**src/rtl/csr_pkg.sv**
```systemverilog
// Shared definitions for the machine-mode CSR access sequencer.
//
// Contents:
//   - CSR instruction op encodings as presented on csr_op_i
//   - sequencer FSM state type
//   - default addresses of the trap-entry registers (mepc, mcause, mtval)
package csr_pkg;

  // CSR instruction operations. 2'b00 is reserved and is treated as illegal.
  localparam logic [1:0] CSR_OP_RSVD = 2'b00;
  localparam logic [1:0] CSR_OP_RW   = 2'b01;
  localparam logic [1:0] CSR_OP_RS   = 2'b10;
  localparam logic [1:0] CSR_OP_RC   = 2'b11;

  // Trap-entry register addresses; used as the top-level parameter defaults.
  localparam logic [11:0] CSR_MEPC_ADDR   = 12'h341;
  localparam logic [11:0] CSR_MCAUSE_ADDR = 12'h342;
  localparam logic [11:0] CSR_MTVAL_ADDR  = 12'h343;

  // Sequencer states. Every state except StIdle and StResp owns the bank port.
  typedef enum logic [2:0] {
    StIdle      = 3'd0,
    StCsrRd     = 3'd1,
    StCsrWr     = 3'd2,
    StTrapEpc   = 3'd3,
    StTrapCause = 3'd4,
    StTrapTval  = 3'd5,
    StResp      = 3'd6
  } csr_state_e;

endpackage

```
**src/rtl/csr_mask_gen.sv**
```systemverilog
// Combinational set/clear mask generator for the CSR bank access port.
//
// Ports:
//   op_i     : operation (CSR_OP_RW / RS / RC; reserved yields empty masks)
//   wdata_i  : operand value
//   set_o    : bits to set in the target register
//   clear_o  : bits to clear in the target register
//
// RW is expressed as set = v, clear = ~v so that a single set/clear port can
// carry a full overwrite. The trap sequence reuses this block with op = RW.
module csr_mask_gen
  import csr_pkg::*;
(
  input  logic [1:0]  op_i,
  input  logic [31:0] wdata_i,
  output logic [31:0] set_o,
  output logic [31:0] clear_o
);

  always_comb begin
    set_o   = '0;
    clear_o = '0;
    unique case (op_i)
      CSR_OP_RW: begin
        set_o   = wdata_i;
        clear_o = ~wdata_i;
      end
      CSR_OP_RS: begin
        set_o   = wdata_i;
      end
      CSR_OP_RC: begin
        clear_o = wdata_i;
      end
      default: begin
        set_o   = '0;
        clear_o = '0;
      end
    endcase
  end

endmodule

```
**src/rtl/csr_access_ctrl.sv**
```systemverilog
// Sequencer in front of the machine-mode CSR bank.
//
// Owns the bank's single set/clear access port and shares it between:
//   - CSR instructions (read cycle, then an optional modify cycle)
//   - trap entry (mepc, mcause, mtval written on consecutive cycles)
// Requests are sampled only in StIdle; a trap wins over a simultaneous CSR
// request. Every access returns through StResp, which pulses the done output
// of the served requester and always leaves one idle cycle before the next
// acceptance.
//
// Ports:
//   clk_i, rst_i         : clock, synchronous active-high reset
//   csr_req_i ..         : CSR instruction request (op, addr, wdata, wen)
//   csr_done_o           : one-cycle completion pulse
//   csr_rdata_o          : old CSR value (0 when illegal), valid with done
//   csr_illegal_o        : no bank ack on the read or reserved op
//   trap_req_i ..        : trap entry request (pc, cause, tval)
//   trap_done_o          : one-cycle completion pulse
//   en_o, addr_o         : bank access strobe and address
//   set_o, clear_o       : bank set / clear masks (0 when en_o is low)
//   read_i, ack_i        : bank read data and ack, combinational from addr_o
module csr_access_ctrl
  import csr_pkg::*;
#(
  parameter logic [11:0] MEPC_ADDR   = CSR_MEPC_ADDR,
  parameter logic [11:0] MCAUSE_ADDR = CSR_MCAUSE_ADDR,
  parameter logic [11:0] MTVAL_ADDR  = CSR_MTVAL_ADDR
) (
  input  logic        clk_i,
  input  logic        rst_i,
  // CSR instruction requester
  input  logic        csr_req_i,
  input  logic [1:0]  csr_op_i,
  input  logic [11:0] csr_addr_i,
  input  logic [31:0] csr_wdata_i,
  input  logic        csr_wen_i,
  output logic        csr_done_o,
  output logic [31:0] csr_rdata_o,
  output logic        csr_illegal_o,
  // Trap entry requester
  input  logic        trap_req_i,
  input  logic [31:0] trap_pc_i,
  input  logic [31:0] trap_cause_i,
  input  logic [31:0] trap_val_i,
  output logic        trap_done_o,
  // CSR bank access port
  output logic        en_o,
  output logic [11:0] addr_o,
  output logic [31:0] set_o,
  output logic [31:0] clear_o,
  input  logic [31:0] read_i,
  input  logic        ack_i
);

  csr_state_e  state_q, state_d;

  // Latched CSR instruction operands.
  logic [1:0]  op_q, op_d;
  logic [11:0] addr_q, addr_d;
  logic [31:0] wdata_q, wdata_d;
  logic        wen_q, wen_d;

  // Latched trap operands.
  logic [31:0] pc_q, pc_d;
  logic [31:0] cause_q, cause_d;
  logic [31:0] tval_q, tval_d;

  // Read result of the CSR instruction.
  logic [31:0] rdata_q, rdata_d;
  logic        illegal_q, illegal_d;

  // Which requester StResp answers: 1 = trap, 0 = CSR instruction.
  logic        trap_sel_q, trap_sel_d;

  // Mask generator inputs and results.
  logic [1:0]  mask_op;
  logic [31:0] mask_wdata;
  logic [31:0] mask_set;
  logic [31:0] mask_clear;

  always_ff @(posedge clk_i) begin
    if (rst_i) begin
      state_q    <= StIdle;
      op_q       <= CSR_OP_RSVD;
      addr_q     <= '0;
      wdata_q    <= '0;
      wen_q      <= 1'b0;
      pc_q       <= '0;
      cause_q    <= '0;
      tval_q     <= '0;
      rdata_q    <= '0;
      illegal_q  <= 1'b0;
      trap_sel_q <= 1'b0;
    end else begin
      state_q    <= state_d;
      op_q       <= op_d;
      addr_q     <= addr_d;
      wdata_q    <= wdata_d;
      wen_q      <= wen_d;
      pc_q       <= pc_d;
      cause_q    <= cause_d;
      tval_q     <= tval_d;
      rdata_q    <= rdata_d;
      illegal_q  <= illegal_d;
      trap_sel_q <= trap_sel_d;
    end
  end

  // Next-state logic and operand capture.
  always_comb begin
    state_d    = state_q;
    op_d       = op_q;
    addr_d     = addr_q;
    wdata_d    = wdata_q;
    wen_d      = wen_q;
    pc_d       = pc_q;
    cause_d    = cause_q;
    tval_d     = tval_q;
    rdata_d    = rdata_q;
    illegal_d  = illegal_q;
    trap_sel_d = trap_sel_q;

    unique case (state_q)
      StIdle: begin
        if (trap_req_i) begin
          pc_d       = trap_pc_i;
          cause_d    = trap_cause_i;
          tval_d     = trap_val_i;
          trap_sel_d = 1'b1;
          state_d    = StTrapEpc;
        end else if (csr_req_i) begin
          op_d       = csr_op_i;
          addr_d     = csr_addr_i;
          wdata_d    = csr_wdata_i;
          wen_d      = csr_wen_i;
          trap_sel_d = 1'b0;
          state_d    = StCsrRd;
        end
      end
      StCsrRd: begin
        rdata_d   = read_i;
        // A reserved op is illegal even if the address exists.
        illegal_d = !ack_i || (op_q == CSR_OP_RSVD);
        if (ack_i && wen_q && (op_q != CSR_OP_RSVD)) begin
          state_d = StCsrWr;
        end else begin
          state_d = StResp;
        end
      end
      StCsrWr:     state_d = StResp;
      StTrapEpc:   state_d = StTrapCause;
      StTrapCause: state_d = StTrapTval;
      StTrapTval:  state_d = StResp;
      StResp:      state_d = StIdle;
      default:     state_d = StIdle;
    endcase
  end

  // Bank port drive. The read cycle leaves the mask op reserved, which yields
  // empty masks; trap steps are full overwrites.
  always_comb begin
    en_o       = 1'b0;
    addr_o     = '0;
    mask_op    = CSR_OP_RSVD;
    mask_wdata = '0;

    unique case (state_q)
      StCsrRd: begin
        en_o   = 1'b1;
        addr_o = addr_q;
      end
      StCsrWr: begin
        en_o       = 1'b1;
        addr_o     = addr_q;
        mask_op    = op_q;
        mask_wdata = wdata_q;
      end
      StTrapEpc: begin
        en_o       = 1'b1;
        addr_o     = MEPC_ADDR;
        mask_op    = CSR_OP_RW;
        mask_wdata = pc_q;
      end
      StTrapCause: begin
        en_o       = 1'b1;
        addr_o     = MCAUSE_ADDR;
        mask_op    = CSR_OP_RW;
        mask_wdata = cause_q;
      end
      StTrapTval: begin
        en_o       = 1'b1;
        addr_o     = MTVAL_ADDR;
        mask_op    = CSR_OP_RW;
        mask_wdata = tval_q;
      end
      default: begin
        en_o = 1'b0;
      end
    endcase
  end

  csr_mask_gen u_mask_gen (
    .op_i    (mask_op),
    .wdata_i (mask_wdata),
    .set_o   (mask_set),
    .clear_o (mask_clear)
  );

  assign set_o         = en_o ? mask_set : '0;
  assign clear_o       = en_o ? mask_clear : '0;

  assign csr_done_o    = (state_q == StResp) && !trap_sel_q;
  assign trap_done_o   = (state_q == StResp) && trap_sel_q;
  assign csr_rdata_o   = illegal_q ? '0 : rdata_q;
  assign csr_illegal_o = illegal_q;

endmodule

```
**config.mk**
```make
export PLATFORM = sky130hd
export DESIGN_NAME = csr_access_ctrl
export DESIGN_NICKNAME = d
export VERILOG_FILES = /design/src/rtl/csr_pkg.sv /design/src/rtl/csr_mask_gen.sv /design/src/rtl/csr_access_ctrl.sv
export SDC_FILE = /design/constraint.sdc
export NUM_CORES = 1
export LEC_CHECK = 0
export CAP_MARGIN = 30
export CORE_UTILIZATION = 41
export CTS_CLUSTER_SIZE = 10
export DETAILED_ROUTE_END_ITERATION = 10
export PLACE_DENSITY_LB_ADDON = 0.15
export RECOVER_POWER = 100
export SYNTH_ARGS = -nofsm -noshare
export SYNTH_HDL_FRONTEND = slang
export SYNTH_SLANG_ARGS = --single-unit
```
**constraint.sdc**
```tcl
create_clock -name clk_i -period 2.19 [get_ports clk_i]
set_input_delay 0.438 -clock clk_i [delete_from_list [all_inputs] [get_ports clk_i]]
set_output_delay 0.438 -clock clk_i [all_outputs]
set_load 0.01 [all_outputs]
```
# Word-level counts from Yosys, hierarchy flattened
# Index checks and enable logic that the tools add are counted.
# word_totals
regBits,180
inputBits,180
word_cells,57
# classes
n_eq_ne,10
muxes,15
n_bitwise,2
reduce_logical,19
# ops
op,n
32-bit 2-to-1 mux,4
32-bit one-hot mux with 4 select lines,1
32-bit one-hot mux with 2 select lines,1
12-bit one-hot mux with 4 select lines,1
32-bit NOT,1
3-bit one-hot mux with 5 select lines,1
3-bit equality test (second input constant),3
3-bit 2-to-1 mux,3
3-bit by 2-bit equality test with 1-bit output (second input constant),2
2-bit OR reduction,3
5-bit OR reduction,1
2-bit equality test (second input constant),2
1-bit logical AND,4
2-bit one-hot mux with 2 select lines,1
2-bit AND reduction,2
2-bit nonzero test,2
3-bit by 1-bit equality test with 1-bit output (second input constant),1
3-bit zero test,1
1-bit 2-to-1 mux,3
3-bit inequality test (second input constant),1
3-bit AND reduction,1
3-bit OR reduction,1
2-bit by 1-bit equality test with 1-bit output (second input constant),1
1-bit zero test,2
3 further kinds,3

# Longest topological paths before layout
# Gate-level depths: netlist of run 1.
# logic_depth
depth_word,7
depth_mapped,10
mapped_depth_nobuf,6

# Modules after synthesis
# From an unflattened synthesis of run 1, not the netlist that was laid out.
# hier_totals
hier_cells,1115
area_unflattened_um2,9024.9
# modules_own_cells
mod,instances,cells_per_inst,area_each_um2
csr_access_ctrl,1,1039,8383.0
csr_mask_gen,1,76,641.9

# Worst setup path after synthesis of run 1
# No wires, ideal clock.
# synth_path
path_type,reg-to-output
from,reg state_q[1]
to,out set_o[21]
arrival_time_ns,1.908
required_time_ns,1.752
path_slack_ns,-0.156
stages_incl_launch_ff,9
path_cell_list,dfxtp_1 buf_2 nand2b_1 clkbuf_1 clkbuf_1 o21ai_0 ha_1 clkbuf_1 nor2b_1
# synth_via
elab_chain_len,7
# synth_lines
element,line_no,rtl
start: declaration,csr_access_ctrl.sv:55,"csr_state_e state_q, state_d;"
start signal: assignment,csr_access_ctrl.sv:83,state_q <= StIdle;
start signal: assignment,csr_access_ctrl.sv:95,state_q <= state_d;
3-bit equality test / 3-bit by 2-bit equality test with 1-bit output (equally long branches),csr_access_ctrl.sv:167,unique case (state_q)
3-bit OR reduction (no source line),-,
2-bit one-hot mux with 2 select lines,csr_access_ctrl.sv:167,
2-bit equality test / 2-bit by 1-bit equality test with 1-bit output (equally long branches),csr_mask_gen.sv:23,unique case (op_i)
2-bit OR reduction (no source line),-,
32-bit 2-to-1 mux,csr_mask_gen.sv:23,
32-bit 2-to-1 mux *,csr_access_ctrl.sv:209,assign set_o = en_o ? mask_set : '0;
end: declaration,csr_access_ctrl.sv:49,"output logic [31:0] set_o,"
# Every way passes the cells marked *; elsewhere a longest branch is shown, timed or not.

# Worst setup path after layout of run 1
# layout_path
from,reg state_q[2]
to,out clear_o[27]
# layout_via
elab_chain_len,6
# layout_lines
element,line_no,rtl
3-bit equality test / 3-bit by 2-bit equality test with 1-bit output (equally long branches),csr_access_ctrl.sv:167,
3-bit OR reduction (no source line),-,
2-bit one-hot mux with 2 select lines,csr_access_ctrl.sv:167,
2-bit equality test / 2-bit by 1-bit equality test with 1-bit output (equally long branches),csr_mask_gen.sv:23,
32-bit one-hot mux with 2 select lines,csr_mask_gen.sv:23,
32-bit 2-to-1 mux *,csr_access_ctrl.sv:210,assign clear_o = en_o ? mask_clear : '0;
end: declaration,csr_access_ctrl.sv:50,"output logic [31:0] clear_o,"
# Marks and branches as above.

==> results of run 1 <==
[sequential cells by signal, summed over array words and instances, names as in the netlist]
register	cells
wen_q	1
pc_q	32
state_q	3
rdata_q	32
trap_sel_q	1
csr_illegal_o	1
op_q	2
tval_q	32
wdata_q	32
addr_q	12
cause_q	32
[synthesized netlist by cell type, types with 2 or more instances]
library cell | instances | area [µm²]
nand2_1 | 260 | 976
a21oi_1 | 180 | 901
dfxtp_1 | 180 | 3600
mux2i_1 | 96 | 961
clkbuf_1 | 66 | 248
nor2b_1 | 64 | 400
o21ai_0 | 54 | 270
nand3_1 | 49 | 245
o22ai_1 | 31 | 194
buf_2 | 29 | 145
and2_1 | 8 | 50.1
nor2_1 | 7 | 26.3
buf_4 | 6 | 45.0
nor3_1 | 5 | 25.0
a211oi_1 | 3 | 22.5
inv_1 | 3 | 11.3
nand2b_1 | 3 | 18.8
ha_1 | 2 | 25.0
[cells in the final DEF (no fill, tap or decap), drive strengths merged, types with 2 or more instances in the layout]
cell type,instances
a211oi,3
a21oi,180
and2,8
buf,147
bufinv,2
clkbuf,31
clkdlybuf4s50,210
clkinv,2
clkinvlp,3
dfxtp,180
ha,2
inv,10
mux2i,96
nand2,260
nand2b,3
nand3,49
nor2,7
nor2b,64
nor3,5
nor3b,2
o21ai,54
o22ai,31
[worst min path at each step]
stage                      from     endpoint  slack, ns  cells past startpoint
finish                    rst_i   wdata_q[4]       0.43                      2
global route              rst_i      pc_q[3]       0.44                      2
CTS                       rst_i   addr_q[10]       0.43                      2
detailed placement  rdata_q[26]  rdata_q[26]       0.44                      2
global placement    rdata_q[26]  rdata_q[26]       0.44                      2
floorplan            rdata_q[0]   rdata_q[0]       0.43                      2
[report_power, final]
group / internal, W / switching, W / leakage (nW)
clock network: 0.00175 / 0.00140 / 0.290
logic: 0.00135 / 0.00147 / 2.99
registers: 0.00352 / 0.000135 / 1.47
total: 0.00662 / 0.00301 / 4.75
[stage by stage]
step	instances	TNS (ns)	hold WS [ns]
final	1628	-28.69	0.430
after global routing	1628	-50.76	0.438
after CTS	1622	-19.75	0.429
after detailed placement	1575	-18.02	0.442
after global placement	1575	-12.01	0.438
after floorplan	1060	-0.411	0.432
[area by class of cell]
class                      instances  area (µm²)  area share
multi-input combinational        776        4670       0.365
timing repair buffer             372        3580       0.279
sequential                       180        3610       0.282
tap                              265         332      0.0259
inverter                           3        11.3    0.000879
clock buffer                      18         439      0.0343
clock inverter                    14         165      0.0129
[metal layers]
metal	global-route usage	wire [µm]	vias to the layer above	share of wire
met5	0	0	-	0
met4	0.0787	515	0	0.018
met3	0.0742	1920	30	0.068
met2	0.443	13600	251	0.48
met1	0.333	12200	3934	0.43
li1	-	-	4170	-
[timing repair]
action / in CTS / in global routing
setup buffers: 11 / 4
pin swaps: 5 / 11
gates resized for setup: 359 / 48
cloned: 5 / 5
hold buffers: 0 / 0
setup endpoints to repair: 79 / 96
[worst register-to-register path, cell delays in order, from the launching register on]
cell and delay (ns):
dfxtp_4 0.39, clkbuf_2 0.18, buf_6 0.16, clkbuf_4 0.13, nor4b_1 0.56, clkbuf_4 0.64
nand2_1 0.16, a21oi_1 0.16
[logic make-up after synthesis]
| group | count (synthesis) |
|---|---|
| and+or+nand+nor | 406 |
| AOI/OAI and AO/OA | 271 |
| DFF | 180 |
| buffers and inverters | 104 |
| muxes | 96 |
| adders and majority gates | 2 |
| xor gates and xnor gates | 1 |
==> out/metrics.csv, run 1 <==
metric;value;unit
status;finished with violations;
violations;setup timing;
vias;8385;
crit_chain;buf_6 > nor3b_4 > nand2_2 > buf_6 > ha_4 > nand3_4 > buf_6 > buf_12 > mux2i_2 > buf_2;
ctsRootBufferMaster;clkbuf_16;
crit_end;clear_o[27];
die_y;144;µm
synth_edf_count;0;
final_area;12800;µm²
row_count;51;
syn_area;8310;µm²
cts_buffer_depth;2;
syn_inst;1060;
fill_cells;1809;
io_buffers;291;
drv_slew;0;
syn-num-nets;1242;
drv_cap;0;
synth-simple-area-share;0.222;
dpl_cell_area;12000;µm²
cp_num_cells;10;
syn_area_per_cell;7.84;µm²
fp.dieW;144;µm
final_core_util;0.652;
ys.flop_type;dfxtp_1;
critPathMaxFanout;9;
hold_viol;0;
peakVddDrop;0.576;mV
finalNetCount;1532;
startpoint;state_q[2];
place_ws;-0.397;ns
rsz0062_at_grt;yes;
fin_crit_sh;1.15;
pwr_density_cell;752;nW/µm²
dpl.hpwl;18.1;mm
dr.first_iter.drc_count;483;
ys_seq_area_frac;0.434;
first_pass_iters;5;
required;1.75;ns
cp_common_cell;buf_6;
p_leak;4.75;nW
arrival;2.09;ns
ys_warn_count;0;
synth_adder_area_share;0.00301;
drive_above_1_share;0.218;
critical-path-max-stage-delay;0.37;ns
start_util;0.423;
rrSetupSlack;-0.26;ns
crit_type;flop to output port;
h-tree-depth;4;
antenna_left;0;
startpoint_type;flop;
cts_num_sinks;180;
num_antenna_cells;0;
avgRoutedWirePerCell;17.3;µm
path_buf_inv;5;
crit_family;buffers and inverters;
end_kind;output port;
synth-async-reset-ratio;0;
ios;292;
clk_pin_slew;0.07;ns
clock_latency;0.43;ns
antenna_found_initial;0;
synth_mux_area_frac;0.116;
fp.dieArea;20800;µm²
grt_usage;0.266;
finalClockSkew;0.00767;ns
grt_max_degree;61;
min_path_type;input pin to flop;
numCtsBuffers;17;
synthXorXnorAreaFrac;0.00105;
syn2layout_area_growth;54.2;%
viasPerCell;5.15;
rr_endpoint;pc_q[21];
crit-reg2reg-launch;state_q[0];
slew_headroom;0.552;
synth-compound-area-share;0.170;
routed_wl;28.2;mm
power;0.00963;W
grt-ovfl-total;0;
slowest_stage;dfxtp_4;
synth_top_family_by_area;simple AND/OR/NAND/NOR gates;
ys_seq_elements;180;
cts_tree;built;
grt_first_pass_wirelength;42.6;mm
core_area;19700;µm²
fmax;0.396;GHz
ff2ff_path_depth;7;
yosysUniqueCellTypes;32;
setup_viol;156;
gp_congestion;0.802;
grt_pass1_vias;7999;
worst_slew_pin_slew;0.663;ns
period_needed;2.53;ns
post-route-drc-count;0;
worst_slack;-0.336;ns
Note: power is estimated with default switching activity, not from simulation.
==> inputs of run 2 (changes only) <==
- ABC_CLOCK_PERIOD_IN_PS: unset -> 2190
- PLACE_DENSITY_LB_ADDON: 0.15 -> 0.1
==> run 2 against run 1 <==
Against the previous run: the flow still finishes with violations (setup timing); clock power increased by 2%; non-clock buffer count is 29 higher; clock-buffer cell count up 1; clock skew is 0.0014 ns higher; register-to-register slack better by 0.28 ns; fmax is 6.9% lower; routed wire length is 0.66% higher; via count up 0.88%; power is 3.2% higher; largest power group unchanged.
==> out/metrics.csv, run 2 (same netlist as run 1, synthesis figures left out) <==
metric;value;unit;change
h-tree-depth;4;;unchanged
setup_viol;76;;-51%
seq_power_share;0.368;;-0.011
rsz0062_at_grt;yes;;
min_path_type;input pin to flop;;
dpl.hpwl;18.0;mm;-0.71%
syn2layout_area_growth;63.1;%;
hold_viol;0;;unchanged
cts_tree;built;;
start_util;0.423;;unchanged
crit_chain;buf_6 > nor3b_4 > nand2_2 > inv_2 > ha_4 > nand3_4 > buf_12 > buf_8 > buf_16 > mux2i_2 > buf_2;;
post-route-drc-count;0;;unchanged
clock_latency;0.43;ns;about the same
finalClockSkew;0.00905;ns;+0.00137 ns
dr.first_iter.drc_count;409;;-15%
period_needed;2.71;ns;+0.186 ns
ff2ff_path_depth;7;;unchanged
arrival;2.27;ns;+0.18 ns
avgRoutedWirePerCell;17.1;µm;-1.2%
switching_share;0.305;;-0.00671
place_ws;-0.369;ns;+0.0283 ns
die_y;144;µm;unchanged
peakVddDrop;0.573;mV;-0.53%
critPathMaxFanout;5;;-4
grt_pass1_vias;7955;;-0.55%
finalNetCount;1561;;+1.9%
path_buf_inv;6;;+1
grt_usage;0.263;;-0.00276
drv_cap;0;;unchanged
ios;292;;unchanged
final_core_util;0.689;;+0.0377
fin_crit_sh;1.24;;+0.0850
first_pass_iters;5;;unchanged
power;0.00994;W;+3.2%
antenna_found_initial;1;;+1
numCtsBuffers;17;;unchanged
ctsRootBufferMaster;clkbuf_16;;
grt_max_degree;61;;unchanged
hold_slack;0.375;ns;-0.0552 ns
grt_first_pass_wirelength;42.2;mm;-0.88%
violations;setup timing;;
core_area;19700;µm²;unchanged
slowest_stage;dfxtp_2;;
pwr_density_cell;733;nW/µm²;-2.5%
postCtsHoldBufs;0;;unchanged
critical-path-max-stage-delay;0.35;ns;-0.02 ns
gp_congestion;0.798;;-0.50%
hold_depth;2;;unchanged
viasPerCell;5.10;;-0.94%
cts_buffer_depth;2;;unchanged
p_switching;0.00304;W;+0.97%
pwr-share-comb;0.308;;+0.015
layout_commonest_cell;nand2_1;;
p_clk_frac;0.324;;-0.004
layout_common_cells;nand2_1 (258), clkdlybuf4s50_1 (204), a21oi_1 (177);;
end_kind;output port;;
slew_headroom;0.469;;-0.0827
drive_above_1_share;0.226;;+0.00839
worst_slack;-0.522;ns;-0.186 ns
fp.dieArea;20800;µm²;unchanged
grt-ovfl-total;0;;unchanged
crit_type;flop to output port;;
io_buffers;291;;unchanged
fmax;0.369;GHz;-6.9%
antenna_left;0;;unchanged
worst_slew_pin_slew;0.797;ns;+0.133 ns
routed_wl;28.3;mm;+0.66%
p_leak;5.09;nW;+7.3%
cp_num_cells;11;;+1
cts_num_sinks;180;;unchanged
status;finished with violations;;
crit_family;buffers and inverters;;
drv_slew;0;;unchanged
p_int;0.00690;W;+4.2%
clk_pin_slew;0.07;ns;about the same
row_count;51;;unchanged
required;1.75;ns;about the same
startpoint_type;flop;;
vias;8459;;+0.88%
fp.dieW;144;µm;unchanged
-- run 2: cell types whose count changed in the layout (fill, tap and decap cells not counted), sizes merged, moves of 2 or more --
cell           delta
buf              +29
clkbuf            -2
clkdlybuf4s50     -6
clkinv            +3
clkinvlp          -2
dlygate4sd2       +4
dlymetal6s2s      +4
inv               -3
-- run 2: timing repair --
action	in CTS	in global routing
endpoints found under the setup margin	102	87
gates cloned	6	4
resized for setup	340	132
buffers inserted	16	17
pin swaps	5	7
-- run 2: final cells by class --
type                       count  area, µm²
antenna                        1       2.50
clock buffer                  19        443
clock inverter                13        171
fill                        1628       6110
inverter                       3       11.3
multi-input combinational    776       4800
sequential                   180       3620
tap                          265        332
timing repair buffer         401       4170
-- run 2: final timing paths --
kind,start,to,slack (ns)
max reg2reg,state_q[0],csr_illegal_o,0.02
max,state_q[2],clear_o[14],-0.52
min reg2reg,rdata_q[24],rdata_q[24],0.45
min,rst_i,rdata_q[0],0.38
-- run 2: stage by stage --
step / std cells / TNS (ns) / area (µm²)
2_1_floorplan: 1060 / -0.411 / 8570
6_report: 1658 / -26.04 / 13500
4_1_cts: 1641 / -23.14 / 13000
3_5_place_dp: 1587 / -17.09 / 12200
3_3_place_gp: 1587 / -14.04 / 12200
5_1_grt: 1658 / -34.34 / 13500
-- run 2: power groups by stage --
| stage | Sequential [W] | Clock, W | Combinational [W] |
|---|---|---|---|
| 6_report | 0.00366 | 0.00322 | 0.00306 |
| 5_1_grt | 0.00369 | 0.00340 | 0.00329 |
| 4_1_cts | 0.00365 | 0.00327 | 0.00283 |
| 3_5_place_dp | 0.00372 | 0 | 0.00272 |
| 3_3_place_gp | 0.00371 | 0 | 0.00270 |
| 2_1_floorplan | 0.00367 | 0 | 0.00142 |
-- run 2: routing by layer --
metal	wire length (µm)	vias to the layer above	share of wire	track usage
met3	1690	17	0.060	0.0619
met2	14100	235	0.50	0.449
li1	-	4227	-	-
met5	0	-	0	0
met1	12300	3980	0.43	0.331
met4	244	0	0.0086	0.0670
